`src/rtl/dial_lock_controller.sv`:
```
// dial_lock_controller
//   Sequencing controller for the dial combination lock. Tracks the dial
//   position from rotary step pulses, detects direction reversals as digit
//   stops, checks the Right-Left-Right-Center combination, counts failed
//   attempts into a timed lockout and lets the user reprogram the combination
//   while open.
// Ports
//   Clk            system clock (posedge)
//   South          synchronous active-low reset
//   Cw / Ccw       one-cycle step pulses (+1 / -1); both or neither = hold
//   Center         attempt unlock / commit program digit
//   Prog           enter program mode (only from OPEN)
//   Relock         return to IDLE
//   Count          current dial position
//   Right / Left   direction of last accepted step
//   Locked         low only in OPEN and P1..P3
//   Lockout        high only in LOCKOUT
//   Fails          consecutive failed attempts
//   state          FSM state code
module dial_lock_controller #(
  parameter int POSITIONS      = 20,
  parameter int MAX_FAILS      = 3,
  parameter int LOCKOUT_CYCLES = 1000,
  parameter int DEF_C0         = 13,
  parameter int DEF_C1         = 7,
  parameter int DEF_C2         = 17
) (
  input  logic       Clk,
  input  logic       South,
  input  logic       Cw,
  input  logic       Ccw,
  input  logic       Center,
  input  logic       Prog,
  input  logic       Relock,
  output logic [4:0] Count,
  output logic       Right,
  output logic       Left,
  output logic       Locked,
  output logic       Lockout,
  output logic [1:0] Fails,
  output logic [3:0] state
);

  localparam int TW = (LOCKOUT_CYCLES > 1) ? $clog2(LOCKOUT_CYCLES) : 1;

  typedef enum logic [3:0] {
    ST_IDLE    = 4'd0,
    ST_S1      = 4'd1,
    ST_S2      = 4'd2,
    ST_S3      = 4'd3,
    ST_OPEN    = 4'd4,
    ST_LOCKOUT = 4'd5,
    ST_P1      = 4'd6,
    ST_P2      = 4'd7,
    ST_P3      = 4'd8
  } state_e;

  state_e          state_q, state_d;
  logic [4:0]      count_q, count_d;
  logic            right_q, left_q;
  logic [1:0]      fails_q, fails_d;
  logic [TW-1:0]   timer_q, timer_d;
  logic [2:0][4:0] code_q, code_d;     // [0]=C0 .. [2]=C2
  logic [2:0][4:0] stage_q, stage_d;   // digits staged during programming
  logic            locked_q, lockout_q;

  logic step_cw, step_ccw, rev_cw, rev_ccw, fail;

  // Simultaneous Cw and Ccw cancel out and count as no step.
  assign step_cw  = Cw & ~Ccw;
  assign step_ccw = Ccw & ~Cw;
  // A reversal is a step opposite to the latched direction; the stop digit
  // is the position before that step, i.e. count_q.
  assign rev_cw   = step_cw & left_q;
  assign rev_ccw  = step_ccw & right_q;

  always_comb begin
    count_d = count_q;
    if (step_cw)
      count_d = (count_q == 5'(POSITIONS - 1)) ? 5'd0 : count_q + 5'd1;
    else if (step_ccw)
      count_d = (count_q == 5'd0) ? 5'(POSITIONS - 1) : count_q - 5'd1;
  end

  // Each state resolves Relock > Prog > Center > reversal; pulses a state
  // does not honour fall through to the next lower priority.
  always_comb begin
    state_d = state_q;
    fails_d = fails_q;
    timer_d = timer_q;
    code_d  = code_q;
    stage_d = stage_q;
    fail    = 1'b0;
    case (state_q)
      ST_IDLE: begin
        if (!Relock && step_cw) state_d = ST_S1;
      end
      ST_S1: begin
        if (Relock)       state_d = ST_IDLE;
        else if (Center)  fail = 1'b1;
        else if (rev_ccw) begin
          if (count_q == code_q[0]) state_d = ST_S2;
          else                      fail = 1'b1;
        end
      end
      ST_S2: begin
        if (Relock)      state_d = ST_IDLE;
        else if (Center) fail = 1'b1;
        else if (rev_cw) begin
          if (count_q == code_q[1]) state_d = ST_S3;
          else                      fail = 1'b1;
        end
      end
      ST_S3: begin
        if (Relock) state_d = ST_IDLE;
        else if (Center) begin
          if (count_q == code_q[2]) begin
            state_d = ST_OPEN;
            fails_d = 2'd0;
          end else begin
            fail = 1'b1;
          end
        end
        else if (rev_ccw) fail = 1'b1;
      end
      ST_OPEN: begin
        if (Relock)    state_d = ST_IDLE;
        else if (Prog) state_d = ST_P1;
      end
      ST_P1: begin
        if (Relock) state_d = ST_IDLE;
        else if (Center) begin
          stage_d[0] = count_q;
          state_d    = ST_P2;
        end
      end
      ST_P2: begin
        if (Relock) state_d = ST_IDLE;
        else if (Center) begin
          stage_d[1] = count_q;
          state_d    = ST_P3;
        end
      end
      ST_P3: begin
        if (Relock) state_d = ST_IDLE;
        else if (Center) begin
          // All three digits land together so an abort never leaves a mix.
          code_d  = {count_q, stage_q[1], stage_q[0]};
          state_d = ST_OPEN;
        end
      end
      ST_LOCKOUT: begin
        if (timer_q == '0) begin
          state_d = ST_IDLE;
          fails_d = 2'd0;
        end else begin
          timer_d = timer_q - 1'b1;
        end
      end
      default: state_d = ST_IDLE;
    endcase

    if (fail) begin
      fails_d = fails_q + 2'd1;
      if (fails_d == 2'(MAX_FAILS)) begin
        state_d = ST_LOCKOUT;
        timer_d = TW'(LOCKOUT_CYCLES - 1);
      end else begin
        state_d = ST_IDLE;
      end
    end
  end

  always_ff @(posedge Clk) begin
    if (!South) begin
      state_q   <= ST_IDLE;
      count_q   <= 5'd0;
      right_q   <= 1'b0;
      left_q    <= 1'b0;
      fails_q   <= 2'd0;
      timer_q   <= '0;
      code_q    <= {5'(DEF_C2), 5'(DEF_C1), 5'(DEF_C0)};
      stage_q   <= '0;
      locked_q  <= 1'b1;
      lockout_q <= 1'b0;
    end else begin
      state_q <= state_d;
      count_q <= count_d;
      if (step_cw | step_ccw) begin
        right_q <= step_cw;
        left_q  <= step_ccw;
      end
      fails_q   <= fails_d;
      timer_q   <= timer_d;
      code_q    <= code_d;
      stage_q   <= stage_d;
      locked_q  <= !(state_d inside {ST_OPEN, ST_P1, ST_P2, ST_P3});
      lockout_q <= (state_d == ST_LOCKOUT);
    end
  end

  assign Count   = count_q;
  assign Right   = right_q;
  assign Left    = left_q;
  assign Locked  = locked_q;
  assign Lockout = lockout_q;
  assign Fails   = fails_q;
  assign state   = state_q;

endmodule

```
`config.mk`:
```
export PLATFORM = sky130hd
export DESIGN_NAME = dial_lock_controller
export DESIGN_NICKNAME = d
export VERILOG_FILES = /design/src/rtl/dial_lock_controller.sv
export SDC_FILE = /design/constraint.sdc
export NUM_CORES = 1
export LEC_CHECK = 0
export ABC_AREA = 1
export CAP_MARGIN = 15
export CELL_PAD_IN_SITES_DETAIL_PLACEMENT = 1
export CELL_PAD_IN_SITES_GLOBAL_PLACEMENT = 2
export CORE_ASPECT_RATIO = 1.5
export CORE_UTILIZATION = 38
export CTS_CLUSTER_SIZE = 12
export DETAILED_ROUTE_END_ITERATION = 12
export DONT_BUFFER_PORTS = 1
export PLACE_DENSITY_LB_ADDON = 0.1
export SYNTH_ARGS = -nofsm -noshare
export SYNTH_HDL_FRONTEND = slang
export SYNTH_SLANG_ARGS = --single-unit
```
`constraint.sdc`:
```
create_clock -name Clk -period 4.75 [get_ports Clk]
set_input_delay 0.7125 -clock Clk [delete_from_list [all_inputs] [get_ports Clk]]
set_output_delay 0.7125 -clock Clk [all_outputs]
set_load 0.01 [all_outputs]
```
* After elaboration in Yosys (flattened, before gate mapping) *
Cells that the tools add are included.
Widths: inputs -> output; s select.

storage, ports and cells
  flip-flop bits (word level) = 50
  input bits = 7
  output and inout bits = 15
  word-level logic and storage cells = 111

operators by class
  $add $sub $neg = 4
  equality and inequality tests = 22
  mux-type cells = 51
  bitwise gates (word level) = 8
  reduce and logical (&&, ||, !) cells = 13

operators by type and width
  kind                   count
  $mux 4                 22
  $mux 10                4
  $pmux 4 s9             1
  $eq 4x3->1 const B     8
  $mux 5                 4
  $eq 5x5->1             3
  $mux 1                 12
  $ne 3x3->1 const B     4
  $logic_not 10->1       1
  $mux 2                 5
  $sub 10x1->10 const B  1
  $reduce_and 3->1       3
  $eq 4x2->1 const B     2
  $eq 4x4->1 const B     2
  $add 5x1->5 const B    1
  $eq 5x5->1 const B     1
  $logic_not 5->1        1
  $reduce_and 5->1       1
  $sub 5x1->5 const B    1
  $and 1x1->1            4
  $eq 4x1->1 const B     1
  $logic_not 4->1        1
  $pmux 2 s2             1
  $reduce_bool 4->1      1
  10 further kinds       13

* Depth between registers and ports, before layout *
  depth after elaboration = 11
  gate-level depth with buffers = 15
  depth with buffers taken out = 14

* Worst setup path after synthesis *
No wires, ideal clock.

  path type = input-to-reg
  from = input Ccw
  to = register locked_q, in the netlist Locked
  library setup time = 0.120 ns
  arrival time = 1.833 ns
  data required time = 4.630 ns
  setup slack = 2.797 ns
  cell stages on the path = 13
  path buffers = 2
  cells stage by stage = inv_1 ha_1 clkbuf_1 nand2_1 inv_1 o21ai_1 nand2_1 nand2_1 nand2_2 nand3_2 buf_6 nand3_2 nand3_1

on the way
  word-level cells in the longest chain between the ends = 11
  elaborated cells between the ends (all ways) = 31
  classes of those cells = 4 x eq/ne; 19 x mux; 5 x bitwise; 3 x reduce/logical

ends and longest elaborated chain
  element                                   RTL line  RTL
  from (decl)                               31        input logic Ccw,
  $not 1->1 *                               70        assign step_cw = Cw & ~Ccw;
  $and 1x1->1 *                             70
  net step_cw                               67        logic step_cw, step_ccw, rev_cw, rev_ccw, fail;
  $and 1x1->1                               74        assign rev_cw = step_cw & left_q;
  $mux 4 or $mux 1 (tied branches)          109       else if (rev_cw) begin
  $mux 4 or $mux 1 (tied branches)          108       else if (Center) fail = 1'b1;
  $mux 4 or $mux 1 (tied branches)          107       if (Relock) state_d = ST_IDLE;
  $pmux 4 s9 or $pmux 1 s3 (tied branches)  94        case (state_q)
  $mux 4 *                                  163       if (fail) begin
  $eq 4x3->1 or $eq 4x4->1 (tied branches)  197       locked_q <= !(state_d inside {ST_OPEN, ST_P1, ST_P2, ST_P3});
  $reduce_bool 4->1 *                       197
  $logic_not 1->1 *                         197
  to (signal assigned)                      197
  to (decl)                                 65        logic locked_q, lockout_q;

Mark *: on every way through the listed nets, which the timed path passes. The rest lies on a longest branch.
A chain may end at the register's enable or synchronous reset.

* Worst setup path after layout *
  from = register state_q[1], in the netlist state[1]
  to = register lockout_q, in the netlist Lockout

on the way
  word-level cells in the longest chain between the ends = 7
  elaborated cells between the ends (all ways) = 34
  classes of those cells = 9 x eq/ne; 24 x mux; 1 x reduce/logical

ends and longest elaborated chain
  element                           RTL line  RTL
  from (decl)                       58        state_e state_q, state_d;
  from (signal assigned)            187       state_q <= state_d;
  $mux 4, on equally long branches  110, 102
  $mux 4, on equally long branches  109, 101
  $mux 4, on equally long branches  108, 100
  $mux 4, on equally long branches  107, 99
  $pmux 4 s9                        94
  $mux 4 *                          163
  $eq 4x3->1 *                      198       lockout_q <= (state_d == ST_LOCKOUT);
  to (signal assigned)              198
  to (decl)                         65

Every way passes the cells marked *; elsewhere a longest branch is shown, timed or not.

==> flow_summary.toml <==
[worst_hold_path]
hold_end = "stage_q[1]"
min_from = "stage_q[1]"
hold_path_depth = 2
hold_class = "reg2reg"

[synth]
yosysMostFrequentCell = "nand2_1"
postSynth.asyncResetShare_pct = 0
synth_top_area_cell = "dfxtp_1"
synth_common_cells = "nand2_1, dfxtp_1, inv_1, a21oi_1, nand3_1"
yosys-top-cells-area = "dfxtp_1, nand2_1, a21oi_1"
synth-edff-count = 0
synth_nets = 415
syn_inst = 402
synth_top_area_share_pct = 36.1
ys.flop_type = "dfxtp_1"
synth_cell_types = 38
netlist_area_um2 = 2780
ys_warn_count = 0
syn_avg_cell_area_um2 = 6.91
synth.yosys.seq_area_share_pct = 36.1
synth_seq_cells = 50

[floorplan]
start_util_pct = 40.0
die_area_um2 = 7660
rows = 37
io_pins = 22
chipWidth_um = 71.8
core_area_um2 = 6940
die_y_um = 107

[clock_tree]
cts_resized = 0
cts_buffers = 5
htreeDepth = 2
clock_sinks = 50
post_cts_buffers = 0
cts-hold-fix-buffers = 0
cts_root_buf = "clkbuf_8"
clkTransAtPathRegs_ns = 0.09
cts_buffer_depth = 2
clk_latency_ns = 0.30
cts_tree = "done"

[finish]
drive_gt1_share_pct = 9.09
syn2layout_area_growth_pct = 3.88
register_area_um2 = 1000
n_fill_cell = 922
n_antenna_cell = 0
final_cells = 474
multi_input_area_um2 = 1470
fin_nets = 408

[worst_setup_path]
startpoint_type = "flip-flop"
cpLargestDelayFamily = "simple AND/OR/NAND/NOR gates"
cp.arrival_ns = 2.57
critPathRequiredTime_ns = 4.99
slowest_stage = "nor2_2"
path_cells = "nor2_1 -> nand2_1 -> nor2_2 -> inv_2 -> nand3_1 -> nor2_1 -> nand2_1 -> nand2_1 -> nor2_1"
r2r-start = "state[1]"
critPathKind = "reg2reg"
r2r_end = "Lockout"
critPathLaunch = "state[1]"
rr_worst_depth = 9
max_stage_delay_ns = 0.64
setup.worst_path.end_class = "flip-flop"
path_buf_inv = 1
regToRegSetupSlack_ns = 2.42
critPathMaxFanout = 22

[sta]
fin_ws_ns = 2.42
drv_slew = 0
fin_tns_setup_ns = 0
maxSlewHeadroom_pct = 41.7
finalCriticalPeriod_ns = 2.33
clock_skew_ns = 0.00977
fmax_ghz = 0.429
fin_crit_sh_pct = 49.1
hold_violations = 0
rsz0062_at_grt = "false"
whs_ns = 0.464
finalSetupViolCount = 0
tightestPinTransition_ns = 0.869

[placed_design]
portBuffers = 0
gp_congestion = 0.854
place_hpwl_um = 5690
dpl_worst_slack_ns = 2.23
dpl.cell_count = 466

[route]
first_pass_iters = 4
drt_iter0_markers = 86
wl_per_cell_um = 15.9
drcViolationCount = 0
vias_per_cell = 5.35
wl_um = 7530
vias = 2536
ant_nets = 0

[global_routing]
grt_pass1_vias = 2573
grt_max_degree = 28
track_usage_pct = 21.1
grt-ovfl-total = 0
antenna_found_initial = 0
grt_pass1_wl_um = 12500

[power]
p_leak_nw = 1.30
power.density_nw_per_um2 = 297
fin_total_pwr_mw = 0.857
max-vdd-ir-drop_v = 0.000129

[run_status]
outcome = "finished, final reports clean"

[job]
drv_cap = 0
placed cells by master (no fill, tap or decap), types with 3 or more instances in the layout:
cell,n
a31oi_1,5
a21oi_1,38
xnor2_1,4
dfxtp_1,50
ha_1,6
nand3_1,35
nor2_1,28
inv_1,45
clkbuf_8,5
o21ai_0,32
nand2_2,5
inv_2,9
xor2_1,6
nand3_2,4
nand2_1,87
nand4_1,4
nor2_2,6
nand3b_1,3
cell type report:
class	count	area share, %
multi-input combinational	283	51.1
sequential	50	34.7
inverter	55	7.16
tap	78	3.38
clock buffer	7	2.65
clock inverter	1	1.04
per-stage QoR:
stage | utilization, % | cell area [um2]
floorplan | - | 2780
global placement | 40.0 | 2780
detailed placement | 40.0 | 2780
CTS | 41.5 | 2880
global route | 41.5 | 2880
finish | 41.5 | 2880
kinds of logic (layout without fill, tap and decap cells):
logic type,count (synthesis),after routing,share of synthesized area (%)
AOI/OAI and AO/OA,84,84,16.1
DFF,50,50,36.1
and+or+nand+nor,182,182,30.7
xor gates and xnor gates,10,10,3.15
buffers and inverters,69,63,10.9
adders and majority gates,6,6,2.70
muxes,1,1,0.361
tightest hold or removal path: cells and delay by family, from the launching register on:
family             cells  cell delay (ns)
DFF                    1             0.32
and+or+nand+nor        1             0.06
AOI/OAI and AO/OA      1             0.05
layer usage:
| metal | wire length [um] | track usage, % |
|---|---|---|
| met5 | 0 | 0 |
| met4 | 61 | 4.62 |
| met3 | 206 | 3.76 |
| met2 | 4120 | 40.7 |
| met1 | 3140 | 23.4 |
power by group:
| part | switching (mW) | internal, mW |
|---|---|---|
| logic | 0.0676 | 0.0355 |
| registers | 0.0273 | 0.427 |
| clock network | 0.142 | 0.158 |
| total | 0.237 | 0.620 |
flip-flops by register name, summed over array words and instances, names as in the netlist:
name and cells:
Fails 2, Lockout 1, state 4, Right 1, timer_q 10, Left 1, stage_q 10, code_q 15
Count 5, Locked 1
worst max-delay path by stage:
stage / to / slack (ns) / cells after the start
5_1_grt: Lockout / 2.20 / 9
3_3_place_gp: Lockout / 2.31 / 10
6_report: Lockout / 2.42 / 9
3_5_place_dp: Lockout / 2.23 / 10
4_1_cts: Lockout / 2.42 / 9
2_1_floorplan: Locked / 2.80 / 13
Note: power is estimated with default switching activity, not from simulation.
